$ cat src/rtl/shift_operand_stage.sv
// Operand-2 resolution stage feeding the execute barrel shifter.
// Resolves the three operand-2 forms into registered shifter inputs behind a valid/ready handshake.
module shift_operand_stage #(
    parameter int DATA_WIDTH  = 32,
    parameter int SHAMT_WIDTH = 6,
    parameter int TAG_WIDTH   = 8
) (
    input  logic                   clk,
    input  logic                   rst,
    input  logic                   flush,
    input  logic                   in_valid,
    output logic                   in_ready,
    input  logic                   in_imm_op2,
    input  logic [7:0]             in_imm8,
    input  logic [3:0]             in_rot4,
    input  logic [DATA_WIDTH-1:0]  in_rm_data,
    input  logic                   in_shift_by_reg,
    input  logic [4:0]             in_shift_imm5,
    input  logic [1:0]             in_shift_type,
    input  logic [3:0]             in_rs_addr,
    input  logic [TAG_WIDTH-1:0]   in_tag,
    input  logic                   flag_c,
    output logic                   rs_rd_en,
    output logic [3:0]             rs_rd_addr,
    input  logic [DATA_WIDTH-1:0]  rs_rd_data,
    output logic                   out_valid,
    input  logic                   out_ready,
    output logic [DATA_WIDTH-1:0]  sh_din,
    output logic [SHAMT_WIDTH-1:0] sh_shamt,
    output logic [1:0]             sh_type,
    output logic                   sh_cin,
    output logic                   sh_is_imm,
    output logic [TAG_WIDTH-1:0]   sh_tag
);

    localparam logic [1:0] IDLE    = 2'd0;
    localparam logic [1:0] RS_WAIT = 2'd1;
    localparam logic [1:0] RS_LOAD = 2'd2;
    localparam logic [1:0] SH_ROR  = 2'b11;

    logic [1:0]             state_r;
    logic [1:0]             state_nxt_s;
    logic [DATA_WIDTH-1:0]  rm_r;
    logic [1:0]             type_r;
    logic [TAG_WIDTH-1:0]   tag_r;
    logic [SHAMT_WIDTH-1:0] shamt_hold_r;

    logic                   out_valid_r;
    logic [DATA_WIDTH-1:0]  sh_din_r;
    logic [SHAMT_WIDTH-1:0] sh_shamt_r;
    logic [1:0]             sh_type_r;
    logic                   sh_cin_r;
    logic                   sh_is_imm_r;
    logic [TAG_WIDTH-1:0]   sh_tag_r;

    logic                   slot_free_s;
    logic                   accept_s;
    logic                   load_s;
    logic                   capture_s;
    logic [DATA_WIDTH-1:0]  ld_din_s;
    logic [SHAMT_WIDTH-1:0] ld_shamt_s;
    logic [1:0]             ld_type_s;
    logic                   ld_is_imm_s;
    logic [TAG_WIDTH-1:0]   ld_tag_s;
    logic [SHAMT_WIDTH-1:0] rs_shamt_s;
    logic                   unused_rs_hi_s;

    // Only Rs[7:0] matters; shifts saturate at 63 and rotates fold to 1..32.
    function automatic logic [5:0] reg_shamt(input logic [7:0] r, input logic [1:0] t);
        logic [5:0] amt;
        if (t == SH_ROR) begin
            if (r == 8'd0) begin
                amt = 6'd0;
            end else if (r[4:0] == 5'd0) begin
                amt = 6'd32;
            end else begin
                amt = {1'b0, r[4:0]};
            end
        end else begin
            if (r > 8'd63) begin
                amt = 6'd63;
            end else begin
                amt = r[5:0];
            end
        end
        return amt;
    endfunction

    assign slot_free_s    = !out_valid_r || out_ready;
    assign in_ready       = (state_r == IDLE) && !flush && slot_free_s;
    assign accept_s       = in_valid && in_ready;
    assign rs_rd_en       = accept_s && !in_imm_op2 && in_shift_by_reg && !rst;
    assign rs_rd_addr     = rs_rd_en ? in_rs_addr : 4'd0;
    assign rs_shamt_s     = SHAMT_WIDTH'(reg_shamt(rs_rd_data[7:0], type_r));
    assign unused_rs_hi_s = ^rs_rd_data[DATA_WIDTH-1:8];

    // Next-state and output-register load selection.
    always_comb begin
        state_nxt_s = state_r;
        load_s      = 1'b0;
        capture_s   = 1'b0;
        ld_din_s    = rm_r;
        ld_shamt_s  = rs_shamt_s;
        ld_type_s   = type_r;
        ld_is_imm_s = 1'b0;
        ld_tag_s    = tag_r;
        if (flush) begin
            state_nxt_s = IDLE;
        end else begin
            case (state_r)
                IDLE: begin
                    if (accept_s) begin
                        ld_tag_s = in_tag;
                        if (in_imm_op2) begin
                            load_s      = 1'b1;
                            ld_din_s    = DATA_WIDTH'(in_imm8);
                            ld_shamt_s  = SHAMT_WIDTH'({in_rot4, 1'b0});
                            ld_type_s   = SH_ROR;
                            ld_is_imm_s = 1'b0;
                        end else if (!in_shift_by_reg) begin
                            load_s      = 1'b1;
                            ld_din_s    = in_rm_data;
                            ld_shamt_s  = SHAMT_WIDTH'(in_shift_imm5);
                            ld_type_s   = in_shift_type;
                            ld_is_imm_s = 1'b1;
                        end else begin
                            state_nxt_s = RS_WAIT;
                        end
                    end else begin
                        state_nxt_s = IDLE;
                    end
                end
                RS_WAIT: begin
                    if (slot_free_s) begin
                        load_s      = 1'b1;
                        state_nxt_s = IDLE;
                    end else begin
                        capture_s   = 1'b1;
                        state_nxt_s = RS_LOAD;
                    end
                end
                RS_LOAD: begin
                    ld_shamt_s = shamt_hold_r;
                    if (slot_free_s) begin
                        load_s      = 1'b1;
                        state_nxt_s = IDLE;
                    end else begin
                        state_nxt_s = RS_LOAD;
                    end
                end
                default: begin
                    state_nxt_s = IDLE;
                end
            endcase
        end
    end

    // Control state plus the register-shift operands held while Rs is read.
    always_ff @(posedge clk or posedge rst) begin
        if (rst) begin
            state_r      <= IDLE;
            rm_r         <= {DATA_WIDTH{1'b0}};
            type_r       <= 2'b00;
            tag_r        <= {TAG_WIDTH{1'b0}};
            shamt_hold_r <= {SHAMT_WIDTH{1'b0}};
        end else begin
            state_r <= state_nxt_s;
            if (rs_rd_en) begin
                rm_r   <= in_rm_data;
                type_r <= in_shift_type;
                tag_r  <= in_tag;
            end
            if (capture_s) begin
                shamt_hold_r <= rs_shamt_s;
            end
        end
    end

    // Output slot: flush wins over a load, a load wins over a drain.
    always_ff @(posedge clk or posedge rst) begin
        if (rst) begin
            out_valid_r <= 1'b0;
            sh_din_r    <= {DATA_WIDTH{1'b0}};
            sh_shamt_r  <= {SHAMT_WIDTH{1'b0}};
            sh_type_r   <= 2'b00;
            sh_cin_r    <= 1'b0;
            sh_is_imm_r <= 1'b0;
            sh_tag_r    <= {TAG_WIDTH{1'b0}};
        end else if (flush) begin
            out_valid_r <= 1'b0;
        end else if (load_s) begin
            out_valid_r <= 1'b1;
            sh_din_r    <= ld_din_s;
            sh_shamt_r  <= ld_shamt_s;
            sh_type_r   <= ld_type_s;
            sh_cin_r    <= flag_c;
            sh_is_imm_r <= ld_is_imm_s;
            sh_tag_r    <= ld_tag_s;
        end else if (out_valid_r && out_ready) begin
            out_valid_r <= 1'b0;
        end
    end

    assign out_valid = out_valid_r;
    assign sh_din    = sh_din_r;
    assign sh_shamt  = sh_shamt_r;
    assign sh_type   = sh_type_r;
    assign sh_cin    = sh_cin_r;
    assign sh_is_imm = sh_is_imm_r;
    assign sh_tag    = sh_tag_r;

endmodule

$ cat config.mk
export PLATFORM = sky130hd
export DESIGN_NAME = shift_operand_stage
export DESIGN_NICKNAME = d
export VERILOG_FILES = /design/src/rtl/shift_operand_stage.sv
export SDC_FILE = /design/constraint.sdc
export NUM_CORES = 1
export LEC_CHECK = 0
export ABC_AREA = 1
export BUFFER_PORTS_ARGS = -buffer_cell sky130_fd_sc_hd__buf_2
export CORE_UTILIZATION = 40
export DETAILED_ROUTE_END_ITERATION = 16
export PLACE_DENSITY = 0.64
export SKIP_CTS_REPAIR_TIMING = 1
export SYNTH_ARGS = -nofsm -noshare
export SYNTH_HDL_FRONTEND = slang
export SYNTH_SLANG_ARGS = --single-unit
export TNS_END_PERCENT = 100
$ cat constraint.sdc
create_clock -name clk -period 10.3 [get_ports clk]
set_input_delay 2.06 -clock clk [delete_from_list [all_inputs] [get_ports clk]]
set_output_delay 2.06 -clock clk [all_outputs]
set_load 0.01 [all_outputs]
### Word-level counts from Yosys, hierarchy flattened

Index checks and enable logic that the tools add are counted.

| storage, ports and cells | value |
|---|---|
| word-level logic and storage cells | 78 |
| bits in registers | 101 |

| cells by class | value |
|---|---|
| multiplexer cells | 40 |
| reduce and logical (&&, ||, !) cells | 19 |
| $lt $le $gt $ge | 1 |
| eq/ne operators | 5 |
| bitwise gates (word level) | 1 |

Operators with widths:

| cell | number |
|---|---|
| $mux W32 | 4 |
| $mux W6 | 7 |
| $mux W2 | 9 |
| $mux W8 | 2 |
| $mux W1 | 14 |
| $pmux W6 S2 | 1 |
| $gt A8 B6 Y1 const B | 1 |
| $logic_not A8 Y1 | 1 |
| $ne A4 B4 Y1 const B | 2 |
| $logic_and A1 B1 Y1 | 7 |
| $logic_not A5 Y1 | 1 |
| $eq A2 B2 Y1 const B | 2 |
| $logic_not A1 Y1 | 4 |
| $mux W4 | 1 |
| $pmux W2 S2 | 1 |
| $reduce_and A2 Y1 | 2 |
| $reduce_bool A3 Y1 | 1 |
| $eq A2 B1 Y1 const B | 1 |
| $logic_not A2 Y1 | 1 |
| $pmux W1 S2 | 1 |
| $reduce_or A2 Y1 | 1 |
| $logic_or A1 B1 Y1 | 1 |
| $not A1 Y1 | 1 |

### Depth between registers and ports, before layout

Gate-level depths: netlist of the first run.

| depth | value |
|---|---|
| word-level depth | 9 |
| mapped depth | 11 |
| mapped depth without buffers | 11 |

### Worst setup path after synthesis of the first run

Ideal clock, no wire load.

| timing | value |
|---|---|
| path type | input to output |
| from | in out_ready |
| to | out rs_rd_addr[0] |
| arrival | 3050 ps |
| buffers on the path | 0 |
| path slack | 5190 ps |
| stages on the path | 6 |
| required time | 8240 ps |
| cells stage by stage | inv_1 nand2_1 nand3_4 nor3_4 inv_1 nor2_1 |

| on the way | value |
|---|---|
| word-level cells in the longest chain between the ends | 7 |

Ends and longest elaborated chain:

| element | RTL line | text |
|---|---|---|
| start: declaration | 27 | `input logic out_ready,` |
| $logic_or A1 B1 Y1 | 89 | `assign slot_free_s = !out_valid_r \|\| out_ready;` |
| $logic_and A1 B1 Y1 | 90 | `assign in_ready = (state_r == IDLE) && !flush && slot_free_s;` |
| $logic_and A1 B1 Y1 | 91 | `assign accept_s = in_valid && in_ready;` |
| $logic_and A1 B1 Y1 (3 in a row) | 92 | `assign rs_rd_en = accept_s && !in_imm_op2 && in_shift_by_reg && !rst;` |
| $mux W4 | 93 | `assign rs_rd_addr = rs_rd_en ? in_rs_addr : 4'd0;` |
| end: declaration | 24 | `output logic [3:0] rs_rd_addr,` |

Every way passes these cells.

### Final worst setup path of the first run

| timing | value |
|---|---|
| from | in in_shift_by_reg |
| to | out rs_rd_addr[0] |

| on the way | value |
|---|---|
| word-level cells in the longest chain between the ends | 3 |

Ends and longest elaborated chain:

| element | RTL line | text |
|---|---|---|
| start: declaration | 17 | `input logic in_shift_by_reg,` |
| $logic_and A1 B1 Y1 (2 in a row) | 92 |  |
| $mux W4 | 93 |  |

Every way passes these cells.

==> flow_metrics.env, run 1 <==
export IMPL_synth_xor_area_share_pct=0
export IMPL_cts_buffers=9
export IMPL_crit_path_end_kind="primary output"
export IMPL_synth_area_leaders="dfrtp_1 48%, nand2_1 17%, o21ai_0 6.7%, inv_1 4.9%, o21ai_2 4.7%"
export IMPL_cp_cell_sequence="buf_2, buf_4, nand2_1, nor3_4, buf_4, inv_1, nor2_1, buf_2"
export IMPL_p_per_area_nw_per_um2=196
export IMPL_route_detailed_wl_per_inst_um=13.8
export IMPL_synth_top_area_cell="dfrtp_1"
export IMPL_cts_root_buf="clkbuf_16"
export IMPL_crit_arrival_ps=4360
export IMPL_whs_ps=468
export IMPL_yosys_warnings=0
export IMPL_fin_skew_ps=4.61
export IMPL_drive_gt1_share_pct=25.0
export IMPL_place_congestion=0.829
export IMPL_worstPathMaxFanout=65
export IMPL_area_growth_pct=19.9
export IMPL_crit_family="buffers and inverters"
export IMPL_synth_compound_area_share_pct=16.6
export IMPL_remaining_drc_errors=0
export IMPL_port_buffer_count=135
export IMPL_via_count=4704
export IMPL_max_clock_freq_mhz=156
export IMPL_drt_iter0_markers=296
export IMPL_p_leak_nw=3.23
export IMPL_tritoncts="built"
export IMPL_slowest_delay_ps=640
export IMPL_hpwl_mm=8.80
export IMPL_layout_nets=885
export IMPL_die_area_um2=13500
export IMPL_synthMuxAreaShare_pct=0
export IMPL_grt_pass1_wl_mm=21.4
export IMPL_io_pins=160
export IMPL_relSlewSlack_pct=31.6
export IMPL_routed_via_density=4.93
export IMPL_yosysSeqAreaShare_pct=48.4
export IMPL_worst_path_buf_inv=5
export IMPL_synth_seq_cells=101
export IMPL_fin_crit_ps=6420
export IMPL_power_mw=1.23
export IMPL_core_um2=12700
export IMPL_fp_dieH_um=116
export IMPL_synthCells=664
export IMPL_critPathSlowestCell="buf_4"
export IMPL_grt_usage_pct=20.4
export IMPL_grt_max_degree=66
export IMPL_cts_max_level=3
export IMPL_syn_num_nets=771
export IMPL_syn_avg_cell_area_um2=7.86
export IMPL_cap_violations=0
export IMPL_path_class="in -> out"
export IMPL_setup_ws_ps=3880
export IMPL_synthAdderAreaFrac_pct=0.959
export IMPL_mappedNetlistArea_um2=5220
export IMPL_grt_pass1_vias=4395
export IMPL_hold_viol_final=0
export IMPL_postPlaceCellArea_um2=5930
export IMPL_die_w_um=116
export IMPL_synth_top_area_share_pct=48.4
export IMPL_placement_rows=41
export IMPL_hold_path_class="reg -> reg"
export IMPL_max_vdd_ir_drop_mv=0.0836
export IMPL_fin_util_pct=49.4
export IMPL_rsz0062_at_grt="no"
export IMPL_synth_top_family_by_area="simple AND/OR/NAND/NOR gates"
export IMPL_synth_cell_types=27
export IMPL_status="complete, no violations"
export IMPL_setup_viol=0
export IMPL_slew_violations=0
export IMPL_cts_max_path_buffers=2
export IMPL_required_ps=8240
export IMPL_initial_core_util_pct=41.2
export IMPL_place_ws_ps=3920
export IMPL_antenna_left=0
export IMPL_synth_simple_area_share_pct=24.8
export IMPL_fin_crit_sh_pct=62.3
export IMPL_worstSkewPairLatency_ps=340
export IMPL_routed_wl_mm=13.2
export IMPL_antenna_cells=0
export IMPL_cp_start_kind="input port"
export IMPL_grt_antenna_before_repair=1
export IMPL_drtPass1Iterations=7
export IMPL_dp_cells=939
export IMPL_fin_setup_tns_ps=0
export IMPL_postLayoutCellArea_um2=6260
export IMPL_overflow=0
export IMPL_path_clk_slew_ps=70
export IMPL_tightestPinTransition_ps=1020
export IMPL_instances_no_fill=955
export IMPL_clkSinkCount=101
==> cell families after synthesis <==
group | Yosys count
fa+ha+maj | 4
flops | 101
simple gates | 312
compound gates | 140
buf+inv | 107
==> Yosys cell counts <==
| cell type | number |
|---|---|
| a21oi_1 | 9 |
| a22oi_1 | 1 |
| a31oi_1 | 1 |
| buf_1 | 1 |
| buf_2 | 12 |
| buf_4 | 3 |
| buf_6 | 7 |
| clkbuf_1 | 13 |
| dfrtp_1 | 101 |
| ha_1 | 4 |
| inv_1 | 68 |
| inv_2 | 3 |
| nand2_1 | 232 |
| nand3_1 | 21 |
| nand3_2 | 1 |
| nand3_4 | 1 |
| nand4_1 | 2 |
| nor2_1 | 38 |
| nor2_4 | 1 |
| nor2_8 | 1 |
| nor3_4 | 1 |
| nor4_1 | 8 |
| o211ai_1 | 23 |
| o21ai_0 | 70 |
| o21ai_1 | 8 |
| o21ai_2 | 28 |
| or2_2 | 6 |
==> tightest hold or removal path, delay by kind of cell (launching register included) <==
family | cells | cell delay [ps]
flops | 1 | 340
simple gates | 2 | 100
==> report_power, final <==
| part | switching (mW) | internal (mW) | total (mW) |
|---|---|---|---|
| Combinational | 0.184 | 0.127 | 0.310 |
| Clock | 0.143 | 0.226 | 0.370 |
| Sequential | 0.0479 | 0.498 | 0.546 |
==> path summary, 6_finish.rpt <==
check                                     start               to  slack [ps]  depth (start not counted)
max in group asynchronous                   rst         rm_r[19]        7290                          3
worst min-delay path                     sh_cin           sh_cin         470                          2
worst min register to register           sh_cin           sh_cin         470                          2
min in group asynchronous                   rst  shamt_hold_r[3]        1850                          2
worst max register to register       state_r[0]      sh_shamt[0]        7540                         10
worst max-delay path            in_shift_by_reg    rs_rd_addr[0]        3880                          8
==> sequential cells by signal (all words and copies together), names as in the netlist <==
signal / flops
tag_r: 8
sh_din: 32
out_valid: 1
sh_tag: 8
sh_type: 2
state_r: 2
sh_shamt: 6
type_r: 2
rm_r: 32
shamt_hold_r: 6
sh_cin: 1
sh_is_imm: 1
==> metal layers <==
| metal | wire length, µm | GRT usage (%) | vias up | share of wire, % |
|---|---|---|---|---|
| li1 | - | - | 2348 | - |
| met1 | 6310 | 29.0 | 2175 | 48 |
| met2 | 5800 | 31.3 | 165 | 44 |
| met3 | 815 | 3.11 | 16 | 6.2 |
| met4 | 223 | 8.12 | 0 | 1.7 |
| met5 | 0 | 0 | - | 0 |
==> cell type report <==
type | instances | area (µm²)
fillers | 1259 | 6410
flip-flops and latches | 101 | 2530
multi-input cells | 456 | 2210
repair buffers | 139 | 706
inverters | 71 | 269
clock buffers | 13 | 260
well taps | 172 | 215
clock inverters | 3 | 67.6
==> placed cells by master, fill, tap and decap left out, drive strengths merged <==
master	instances
a21oi	9
a22oi	1
a31oi	1
buf	139
bufinv	2
clkbuf	13
clkinvlp	1
dfrtp	101
ha	4
inv	71
nand2	232
nand3	23
nand4	2
nor2	40
nor3	1
nor4	8
o211ai	23
o21ai	106
or2	6
No activity file was read; power rests on OpenSTA's default activity.
==> inputs of run 2 (changes only) <==
Settings changed: PLACE_DENSITY 0.64 to 0.66.
Clock period 10.3 ns to 5.71 ns, I/O delays scaled along.
==> flow_metrics.env, run 2 (same netlist as run 1, synthesis figures left out) <==
export IMPL_status="complete, no violations"
export IMPL_fin_skew_ps=5.47
export IMPL_mostFrequentLayoutCells="232 x nand2_1, 135 x buf_2, 101 x dfrtp_1, 70 x o21ai_0, 67 x inv_1"
export IMPL_grt_usage_pct=21.0
export IMPL_placement_rows=41
export IMPL_via_count=4723
export IMPL_initial_core_util_pct=41.2
export IMPL_final_common_cell="nand2_1"
export IMPL_routed_via_density=4.96
export IMPL_die_area_um2=13500
export IMPL_worstPathMaxFanout=30
export IMPL_crit_path_end_kind="primary output"
export IMPL_antenna_cells=0
export IMPL_min_to="sh_cin"
export IMPL_route_detailed_wl_per_inst_um=13.9
export IMPL_r2r_end="sh_shamt[3]"
export IMPL_cts_max_path_buffers=2
export IMPL_fp_dieH_um=116
export IMPL_grt_pass1_wl_mm=22.0
export IMPL_crit_arrival_ps=2980
export IMPL_remaining_drc_errors=0
export IMPL_min_delay_path_depth=2
export IMPL_crit_family="buffers and inverters"
export IMPL_required_ps=4570
export IMPL_p_leak_nw=3.22
export IMPL_path_depth=8
export IMPL_power_frac_seq_pct=44.7
export IMPL_die_w_um=116
export IMPL_clockPowerShare_pct=29.5
export IMPL_worstHoldStart="sh_cin"
export IMPL_p_int_mw=1.52
export IMPL_nFillCells=1278
export IMPL_hold_viol_final=0
export IMPL_drive_gt1_share_pct=25.0
export IMPL_overflow=0
export IMPL_seqCellArea_um2=2530
export IMPL_switchingPower_uw=673
export IMPL_cts_buffers=9
export IMPL_io_pins=160
export IMPL_grt_max_degree=65
export IMPL_rr_worst_depth=11
export IMPL_path_clk_slew_ps=70
export IMPL_place_congestion=0.833
export IMPL_drtPass1Iterations=4
export IMPL_worstSkewPairLatency_ps=340
export IMPL_worst_path_buf_inv=5
export IMPL_fin_crit_sh_pct=72.2
export IMPL_relSlewSlack_pct=32.8
export IMPL_cap_violations=0
export IMPL_combPwrFrac_pct=25.8
export IMPL_multi_input_area_um2=2210
export IMPL_cp_start_kind="input port"
export IMPL_area_growth_pct=19.5
export IMPL_hpwl_mm=8.88
export IMPL_rsz0062_at_grt="no"
export IMPL_reg2reg_setup_slack_ps=3070
export IMPL_port_buffer_count=135
export IMPL_grt_antenna_before_repair=0
export IMPL_drt_iter0_markers=234
export IMPL_core_um2=12700
export IMPL_swShare_pct=30.7
export IMPL_grt_pass1_vias=4609
export IMPL_r2r_start="state_r[0]"
export IMPL_dp_cells=940
export IMPL_cts_root_buf="clkbuf_16"
export IMPL_fin_crit_ps=4120
export IMPL_critPathSlowestCell="buf_4"
export IMPL_routed_wl_mm=13.3
export IMPL_cp_cell_sequence="buf_2, inv_1, nand2_1, nor3_4, buf_4, inv_1, nor2_1, buf_2"
export IMPL_cts_max_level=3
export IMPL_slew_violations=0
export IMPL_tritoncts="built"
export IMPL_path_class="in -> out"
export IMPL_tightestPinTransition_ps=1010
export IMPL_antenna_left=0
export IMPL_setup_viol=0
export IMPL_layout_nets=886
export IMPL_place_ws_ps=1600
export IMPL_setup_ws_ps=1590
export IMPL_slowest_delay_ps=380
export IMPL_max_clock_freq_mhz=243
export IMPL_p_per_area_nw_per_um2=351
export IMPL_hold_path_class="reg -> reg"
export IMPL_clkSinkCount=101
export IMPL_fin_setup_tns_ps=0
export IMPL_instances_no_fill=953
export IMPL_max_vdd_ir_drop_mv=0.147
-- run 2: cell count changes in the layout (fill, tap and decap cells not counted) --
cell / change
buf_4: +1
clkbuf_1: -1
clkbuf_8: -1
clkinvlp_4: -1
-- run 2: worst min-delay path: stages, from the launching register on --
cell,delay [ps]
dfrtp_1,350
nand2_1,50
nand2_1,50
-- run 2: power by group through the flow --
stage | logic, mW | registers, mW | clock network, mW
3_5_place_dp | 0.570 | 0.990 | 0
4_1_cts | 0.573 | 0.978 | 0.661
6_report | 0.565 | 0.978 | 0.645
5_1_grt | 0.649 | 1.00 | 0.690
3_3_place_gp | 0.553 | 0.985 | 0
2_1_floorplan | 0.317 | 1.03 | 0
-- run 2: metrics by stage --
stage               instance area (µm²)  utilization [%]  total power [mW]  hold slack, ps
finish                             6240             49.2              2.19             476
global route                       6240             49.2              2.34             507
CTS                                6240             49.2              2.21             478
detailed placement                 5940             46.8              1.56             460
global placement                   5940             46.8              1.54             450
floorplan                          5220                -              1.35             448
-- run 2: worst max-delay path by stage --
stage                    end       start  slack, ps
2_1_floorplan      type_r[1]         rst       1700
3_3_place_gp   rs_rd_addr[3]  in_imm_op2       1640
3_5_place_dp   rs_rd_addr[1]  in_imm_op2       1600
4_1_cts        rs_rd_addr[1]  in_imm_op2       1590
5_1_grt        rs_rd_addr[2]  in_imm_op2       1420
6_report       rs_rd_addr[1]  in_imm_op2       1590
-- run 2: area by class of cell --
cell class	instances	area share, %
Inverter	71	4.31
Clock inverter	2	0.963
Clock buffer	11	3.89
Timing Repair Buffer	140	11.4
Multi-Input combinational cell	456	35.4
Sequential cell	101	40.5
Tap cell	172	3.45
-- run 2: layer usage --
layer / wire length, µm / GRT usage (%)
met2: 6310 / 35.1
met5: 0 / 0
met4: 186 / 6.67
met3: 667 / 4.15
met1: 6130 / 27.3
